### src/rtl/fb_paint_writer_pkg.sv
// Shared constants, FSM state encoding and address helper for the framebuffer paint writer.
// The CLR state only exists when FB_CLEAR_EN is defined.
package fb_paint_writer_pkg;

  localparam int NUM_COLS   = 64;
  localparam int NUM_ROWS   = 64;
  localparam int BIT_DEPTH  = 4;
  localparam int PIX_W      = 3 * BIT_DEPTH;
  localparam int X_W        = $clog2(NUM_COLS);
  localparam int Y_W        = $clog2(NUM_ROWS);
  localparam int ROW_W      = Y_W - 1;
  localparam int ADDR_W     = 11;
  localparam int WORD_W     = 24;
  localparam int NUM_WORDS  = 1 << ADDR_W;

  localparam logic [PIX_W-1:0] BG_COLOR_DEF = 12'h000;

  typedef enum logic [2:0] {
    ST_IDLE = 3'd0,
    ST_RD   = 3'd1,
    ST_WAIT = 3'd2,
    ST_WR   = 3'd3
`ifdef FB_CLEAR_EN
    ,
    ST_CLR  = 3'd4
`endif
  } state_t;

  // Top and bottom panel halves share one word, so the row MSB only selects the half.
  function automatic logic [ADDR_W-1:0] pixAddr(input logic [Y_W-1:0] y, input logic [X_W-1:0] x);
    return {y[ROW_W-1:0], x};
  endfunction

endpackage

### src/rtl/fb_paint_writer_px_merge.sv
// Combinational pixel merge: drops a new colour into one half of a framebuffer word,
// keeping the other half-pixel bit-exact.
module fb_px_merge
  import fb_paint_writer_pkg::*;
(
  input  logic [WORD_W-1:0] i_old,
  input  logic [PIX_W-1:0]  i_color,
  input  logic              i_low_half,
  output logic [WORD_W-1:0] o_word
);

  always_comb begin
    if (i_low_half) begin
      o_word = {i_old[WORD_W-1:PIX_W], i_color};
    end else begin
      o_word = {i_color, i_old[PIX_W-1:0]};
    end
  end

endmodule

### config.mk
export PLATFORM = sky130hd
export DESIGN_NAME = fb_px_merge
export DESIGN_NICKNAME = d
export VERILOG_FILES = /design/src/rtl/fb_paint_writer_pkg.sv /design/src/rtl/fb_paint_writer_px_merge.sv
export SDC_FILE = /design/constraint.sdc
export NUM_CORES = 1
export LEC_CHECK = 0
export ABC_AREA = 1
export CAP_MARGIN = 5
export CORE_MARGIN = 3
export CORE_UTILIZATION = 25
export DETAILED_ROUTE_END_ITERATION = 16
export GPL_TIMING_DRIVEN = 0
export MAX_ROUTING_LAYER = met4
export PLACE_DENSITY = 0.95
export REMOVE_ABC_BUFFERS = 1
export SLEW_MARGIN = 20
export SYNTH_ARGS = -nofsm -noshare
export SYNTH_HDL_FRONTEND = slang
export SYNTH_SLANG_ARGS = --single-unit
### constraint.sdc
create_clock -name vclk -period 1.6
set_input_delay 0.32 -clock vclk [all_inputs]
set_output_delay 0.32 -clock vclk [all_outputs]
set_load 0.05 [all_outputs]
==> metrics.cfg, run 1 <==
[sta]
worst_slew_pin_slew_ps=266
finalSetupViolations=0
whs_ps=1170
final_hold_viol_count=0
fin_crit_sh=0.936
drv_slew=0
fin_tns_setup_ps=0
fmax_mhz=668
fin_ws_ps=102
post-route-min-period_ps=1500
rsz0062_at_grt=no
relSlewSlack=0.823

[synthesis]
synth_compound_area_frac=0
avgSynthCellArea_um2=4.80
synth.top_cell.area_share=0.622
yosys.area.top_type=nand2_1
yosys_warnings=0
synthXorXnorAreaFrac=0
yosysUniqueCellTypes=6
postSynthCellCount=78
synth_area_um2=374
yosys.area_share.simple=0.789
synth_top_family_by_area=simple AND/OR/NAND/NOR gates
yosys-top-cells-area=nand2_1 62%, nand2_2 17%, buf_6 9.0%
muxShareOfSynthArea=0
yosysSeqAreaShare=0
synth_fa_ha_area_frac=0

[worst_setup_path]
critical_path.slowest_cell=clkdlybuf4s50_1
crit_path_end=o_word[2]
startpoint_type=input port
crit_path_end_kind=primary output
cpMostUsedCell=nand2_1
cp-startpoint=i_color[2]
cp_max_fo=2
required_ps=1280
arrival_ps=1180
slowest_delay_ps=480
path_class=input port to primary output
path_cells=clkdlybuf4s50_1, nand2_1, nand2_1, buf_2

[cells_and_area]
final_nets=173
clock_buffers=0
n_fill_cell=138
drive_gt1_frac=0.269
seqCellArea_um2=0
final_util=0.602
layout_commonest_cell=nand2_1
fin_cells=149
design.seq.count=0
area_growth_pct=117
design_area_um2=813
final_cell_mix=62 x nand2_1, 36 x clkdlybuf4s50_1, 24 x buf_2, 10 x nand2_2
antenna_cells=0

[place]
port_buffers=61
dp_hpwl_um=1160
placed_cells=149
dpl_worst_slack_ps=-1300
place_congestion=0.624
place_area_um2=936

[routing]
post-route-drc-count=0
avgRoutedWirePerCell_um=9.48
drt_iter0_markers=7
wirelength_um=1410
ant_nets=0
vias=636
first_pass_iters=3
via_per_inst=4.27

[power]
p_leak_nw=0.466
ir_drop_mv=0.199
powerDensity_nw_per_um2=469
p_total_mw=0.381

[floorplanning]
num_rows=13
die_h_um=44.7
dieArea_um2=2000
core_area_um2=1350
start_util=0.277
num_io_pins=61
die_w_um=44.7

[hold_path]
hold_path.class=input port to primary output

[global_route]
antenna_found_initial=0
grt_max_degree=26
grt_pass1_vias=554
grt_pass1_wl_um=2330
grt_usage=0.150
overflow=0

[flow_run]
drv_cap=0

[outcome]
status=finished clean

[clocking]
postCtsSetupBuffers=0

==> report_power, final <==
part	total [mW]	internal (mW)	leakage [nW]	switching, mW
registers	0	0	0	0
clock network	0	0	0	0
logic	0.381	0.134	0.466	0.247
==> Yosys cell counts (all sizes together) <==
cell,instances
inv,1
buf,4
nand2,72
clkbuf,1
==> layout make-up <==
type	count	area (um^2)	area share
Multi-Input combinational cell	72	295	0.363
Tap cell	15	18.8	0.0231
Inverter	1	11.3	0.0138
Timing Repair Buffer	61	488	0.600
==> worst max-delay path: cells and delay by family <==
kind          cells  cell delay (ps)
buf+inv           2              730
simple gates      2              130
==> how the worst min path moves through the flow <==
stage	start	to	slack, ps	cells after the start
after floorplan	i_old[10]	o_word[10]	950	2
after global placement	i_old[22]	o_word[22]	1820	4
after detailed placement	i_old[22]	o_word[22]	1830	4
after CTS	i_low_half	o_word[11]	1180	4
after global routing	i_low_half	o_word[3]	1200	4
final	i_low_half	o_word[17]	1170	4
==> per-layer routing <==
layer / vias up / global-route usage / part of all wire / routed length (um)
met4: 0 / 0 / 0 / 0
met2: 32 / 0.309 / 0.53 / 748
li1: 344 / - / - / -
met1: 260 / 0.150 / 0.34 / 484
met3: 0 / 0.0244 / 0.13 / 180
met5: - / - / 0 / 0
==> kinds of logic after synthesis <==
| group | count (synthesis) |
|---|---|
| AND/OR/NAND/NOR | 72 |
| buffers and inverters | 6 |
==> what timing repair did <==
action	in CTS	in global routing
endpoints found under the setup margin	24	16
pin swaps	0	0
hold buffers	0	0
gates resized for setup	101	25
No activity file was read; power rests on OpenSTA's default activity.
==> inputs of run 2 (changes only) <==
--- a/config.mk
+++ b/config.mk
@@ -14,6 +14,7 @@
 export MAX_ROUTING_LAYER = met4
 export PLACE_DENSITY = 0.95
 export REMOVE_ABC_BUFFERS = 1
+export SETUP_SLACK_MARGIN = 0.1
 export SLEW_MARGIN = 20
 export SYNTH_ARGS = -nofsm -noshare
 export SYNTH_HDL_FRONTEND = slang
==> run 2 against run 1 <==
  * Power is 7.0% higher
  * Maximum frequency is 2.4% higher
  * Largest cell class unchanged
  * Combinational power is 7.1% higher
  * Sequential share of layout area stayed put
  * Die area stayed put
  * Hold slack worse by 18 ps
  * Wire length is 0.92% lower
==> metrics.cfg, run 2 (synthesis gave the netlist of run 1 again) <==
[cells_and_area]
final_cell_mix=62 x nand2_1, 36 x clkdlybuf4s50_1, 13 x buf_4, 12 x clkbuf_4, 10 x nand2_2
design_area_um2=873
seqCellArea_um2=0
final_nets=173
area_growth_pct=133
final_util=0.647
antenna_cells=0
design.seq.count=0
drive_gt1_frac=0.269
layout_commonest_cell=nand2_1
clock_buffers=0

[worst_setup_path]
cp-startpoint=i_color[1]
cp_top_family=buffers and inverters
crit_path_end_kind=primary output
path_cells=clkdlybuf4s50_1, nand2_1, nand2_1, clkbuf_4
cp_max_fo=2
required_ps=1280
slowest_delay_ps=480
arrival_ps=1140
cp_num_buf_inv=2
crit_path_end=o_word[1]
cp.depth=4
path_class=input port to primary output
startpoint_type=input port
cpMostUsedCell=nand2_1
critical_path.slowest_cell=clkdlybuf4s50_1

[power]
powerDensity_nw_per_um2=467
p_leak_nw=0.481
ir_drop_mv=0.209

[hold_path]
hold_path.class=input port to primary output

[sta]
rsz0062_at_grt=yes
fin_crit_sh=0.914
fin_tns_setup_ps=0
worst_slew_pin_slew_ps=266
drv_slew=0
relSlewSlack=0.822
finalSetupViolations=0
final_hold_viol_count=0
post-route-min-period_ps=1460
fmax_mhz=684

[routing]
wirelength_um=1400
via_per_inst=4.27
post-route-drc-count=0
ant_nets=0
vias=636
drt_iter0_markers=7
first_pass_iters=3
avgRoutedWirePerCell_um=9.40

[floorplanning]
num_io_pins=61
num_rows=13
core_area_um2=1350
die_h_um=44.7
dieArea_um2=2000
die_w_um=44.7
start_util=0.277

[global_route]
grt_max_degree=26
grt_pass1_wl_um=2350
grt_pass1_vias=557
antenna_found_initial=0
grt_usage=0.151
overflow=0

[place]
place_congestion=0.624
dp_hpwl_um=1160
place_area_um2=936
port_buffers=61

[flow_run]
drv_cap=0

[outcome]
status=finished clean

[run 2: timing repair]
| item | in CTS | in global routing |
|---|---|---|
| hold buffers | 0 | 0 |
| cloned | 0 | 0 |
| pin swaps | 0 | 0 |
| setup buffers | 0 | 0 |
| setup endpoints to repair | 24 | 21 |
| gates resized for setup | 129 | 30 |
[run 2: per-stage QoR]
stage / setup WS, ps / instances / hold WS [ps] / power, mW
2_1_floorplan: 458 / 73 / 954 / 0.228
3_3_place_gp: -1310 / 149 / 1820 / 0.426
3_5_place_dp: -1300 / 149 / 1830 / 0.431
4_1_cts: 100 / 149 / 1170 / 0.389
5_1_grt: 70.1 / 149 / 1190 / 0.434
6_report: 138 / 149 / 1150 / 0.408
[run 2: cell type report]
cell class / instances / area [um^2]
fillers: 127 / 477
multi-input cells: 72 / 295
well taps: 15 / 18.8
repair buffers: 61 / 548
inverters: 1 / 11.3
[run 2: worst min-delay path by stage]
stage | from | endpoint | slack (ps) | depth (start not counted)
floorplan | i_old[10] | o_word[10] | 950 | 2
global placement | i_old[22] | o_word[22] | 1820 | 4
detailed placement | i_old[22] | o_word[22] | 1830 | 4
CTS | i_low_half | o_word[8] | 1170 | 4
global route | i_low_half | o_word[2] | 1190 | 4
finish | i_low_half | o_word[17] | 1150 | 4
[run 2: report_power, final]
part	switching [mW]	internal, mW	leakage, nW
combinational	0.249	0.159	0.481
clock	0	0	0
sequential	0	0	0
total	0.249	0.159	0.481
[run 2: routing by layer]
layer	routed length, um	track usage
met5	0	-
met4	0	0
met3	179	0.0244
met2	742	0.309
met1	478	0.152
==> inputs of run 3 (changes only) <==
--- a/config.mk
+++ b/config.mk
@@ -14,7 +14,7 @@
 export MAX_ROUTING_LAYER = met4
 export PLACE_DENSITY = 0.95
 export REMOVE_ABC_BUFFERS = 1
-export SETUP_SLACK_MARGIN = 0.1
+export SETUP_SLACK_MARGIN = 0.05
 export SLEW_MARGIN = 20
 export SYNTH_ARGS = -nofsm -noshare
 export SYNTH_HDL_FRONTEND = slang
==> run 3 against run 2 <==
  * Wire length up 0.57%
  * Final cell count unchanged
  * Critical path depth unchanged
  * Combinational power down 6.1%
  * Clock-buffer cell count unchanged
  * Maximum frequency down 2.4%
  * Hold slack better by 18 ps
  * Core utilization down 4.1 points
  * Critical path type unchanged
  * Largest cell class unchanged
==> metrics.cfg, run 3 (synthesis gave the netlist of run 1 again) <==
[worst_setup_path]
cpMostUsedCell=nand2_1
arrival_ps=1180
slowest_delay_ps=480
startpoint_type=input port
path_cells=clkdlybuf4s50_1, nand2_1, nand2_1, buf_2
cp_num_buf_inv=2
cp_max_fo=2
path_class=input port to primary output
cp_top_family=buffers and inverters
crit_path_end_kind=primary output
critical_path.slowest_cell=clkdlybuf4s50_1
required_ps=1280

[floorplanning]
core_area_um2=1350
die_h_um=44.7
num_io_pins=61
num_rows=13
start_util=0.277
dieArea_um2=2000
die_w_um=44.7

[clocking]
postCtsSetupBuffers=0

[cells_and_area]
multi_input_area_um2=295
antenna_cells=0
layout_commonest_cell=nand2_1
final_cell_mix=62 x nand2_1, 36 x clkdlybuf4s50_1, 22 x buf_2, 10 x nand2_2, 2 x clkbuf_4
final_nets=173
n_fill_cell=129
area_growth_pct=119
clock_buffers=0
drive_gt1_frac=0.269
design.seq.count=0
seqCellArea_um2=0

[sta]
fmax_mhz=668
fin_crit_sh=0.936
fin_ws_ps=102
rsz0062_at_grt=no
final_hold_viol_count=0
drv_slew=0
finalSetupViolations=0
post-route-min-period_ps=1500
relSlewSlack=0.823
worst_slew_pin_slew_ps=266

[place]
port_buffers=61
place_congestion=0.624
dpl_worst_slack_ps=-1300
dp_hpwl_um=1160

[power]
p_leak_nw=0.467
ir_drop_mv=0.202
p_total_mw=0.383
powerDensity_nw_per_um2=468

[outcome]
status=finished clean

[flow_run]
drv_cap=0

[routing]
avgRoutedWirePerCell_um=9.45
wirelength_um=1410
ant_nets=0
via_per_inst=4.26
vias=634
first_pass_iters=3
post-route-drc-count=0
drt_iter0_markers=7

[global_route]
grt_usage=0.151
antenna_found_initial=0
overflow=0
grt_pass1_vias=557
grt_max_degree=26
grt_pass1_wl_um=2350

[hold_path]
hold_path.class=input port to primary output

## run 3: cell count changes in the layout (fill, tap and decap cells not counted)
cell,change
buf_4,-12
clkbuf_4,-10
buf_2,+22
## run 3: worst min-delay path, delay by kind of cell
kind                   cells  cell delay (ps)
buffers and inverters      2              400
and+or+nand+nor            2              120
## run 3: repair_timing
action / CTS / global route
hold buffers: 0 / 0
resized for setup: 126 / 2
endpoints found under the setup margin: 24 / 2
## run 3: stage by stage
stage,hold WS [ps],TNS (ps),util,instance area [um^2],instances
3_3_place_gp,1820,-31070,0.693,936,149
6_report,1170,0,0.606,818,149
3_5_place_dp,1830,-30670,0.693,936,149
5_1_grt,1200,0,0.606,818,149
2_1_floorplan,954,0,-,307,73
4_1_cts,1170,0,0.602,813,149
## run 3: worst paths after layout
kind / cells after the start / start / to
hold / removal: 4 / i_low_half / o_word[17]
setup / recovery: 4 / i_color[2] / o_word[2]
## run 3: cell type report
class,instances,area share
Multi-Input combinational cell,72,0.361
Timing Repair Buffer,61,0.602
Tap cell,15,0.0229
Inverter,1,0.0138
## run 3: layer usage
metal,share of wire,vias up,wire length (um),GRT usage
li1,-,344,-,-
met1,0.34,258,475,0.152
met2,0.53,32,749,0.309
met3,0.13,0,184,0.0244
met4,0,0,0,0
met5,0,-,0,-
## run 3: power by group
part	internal (mW)	leakage, nW	switching (mW)	total (mW)
logic	0.136	0.467	0.248	0.383
clock network	0	0	0	0
registers	0	0	0	0
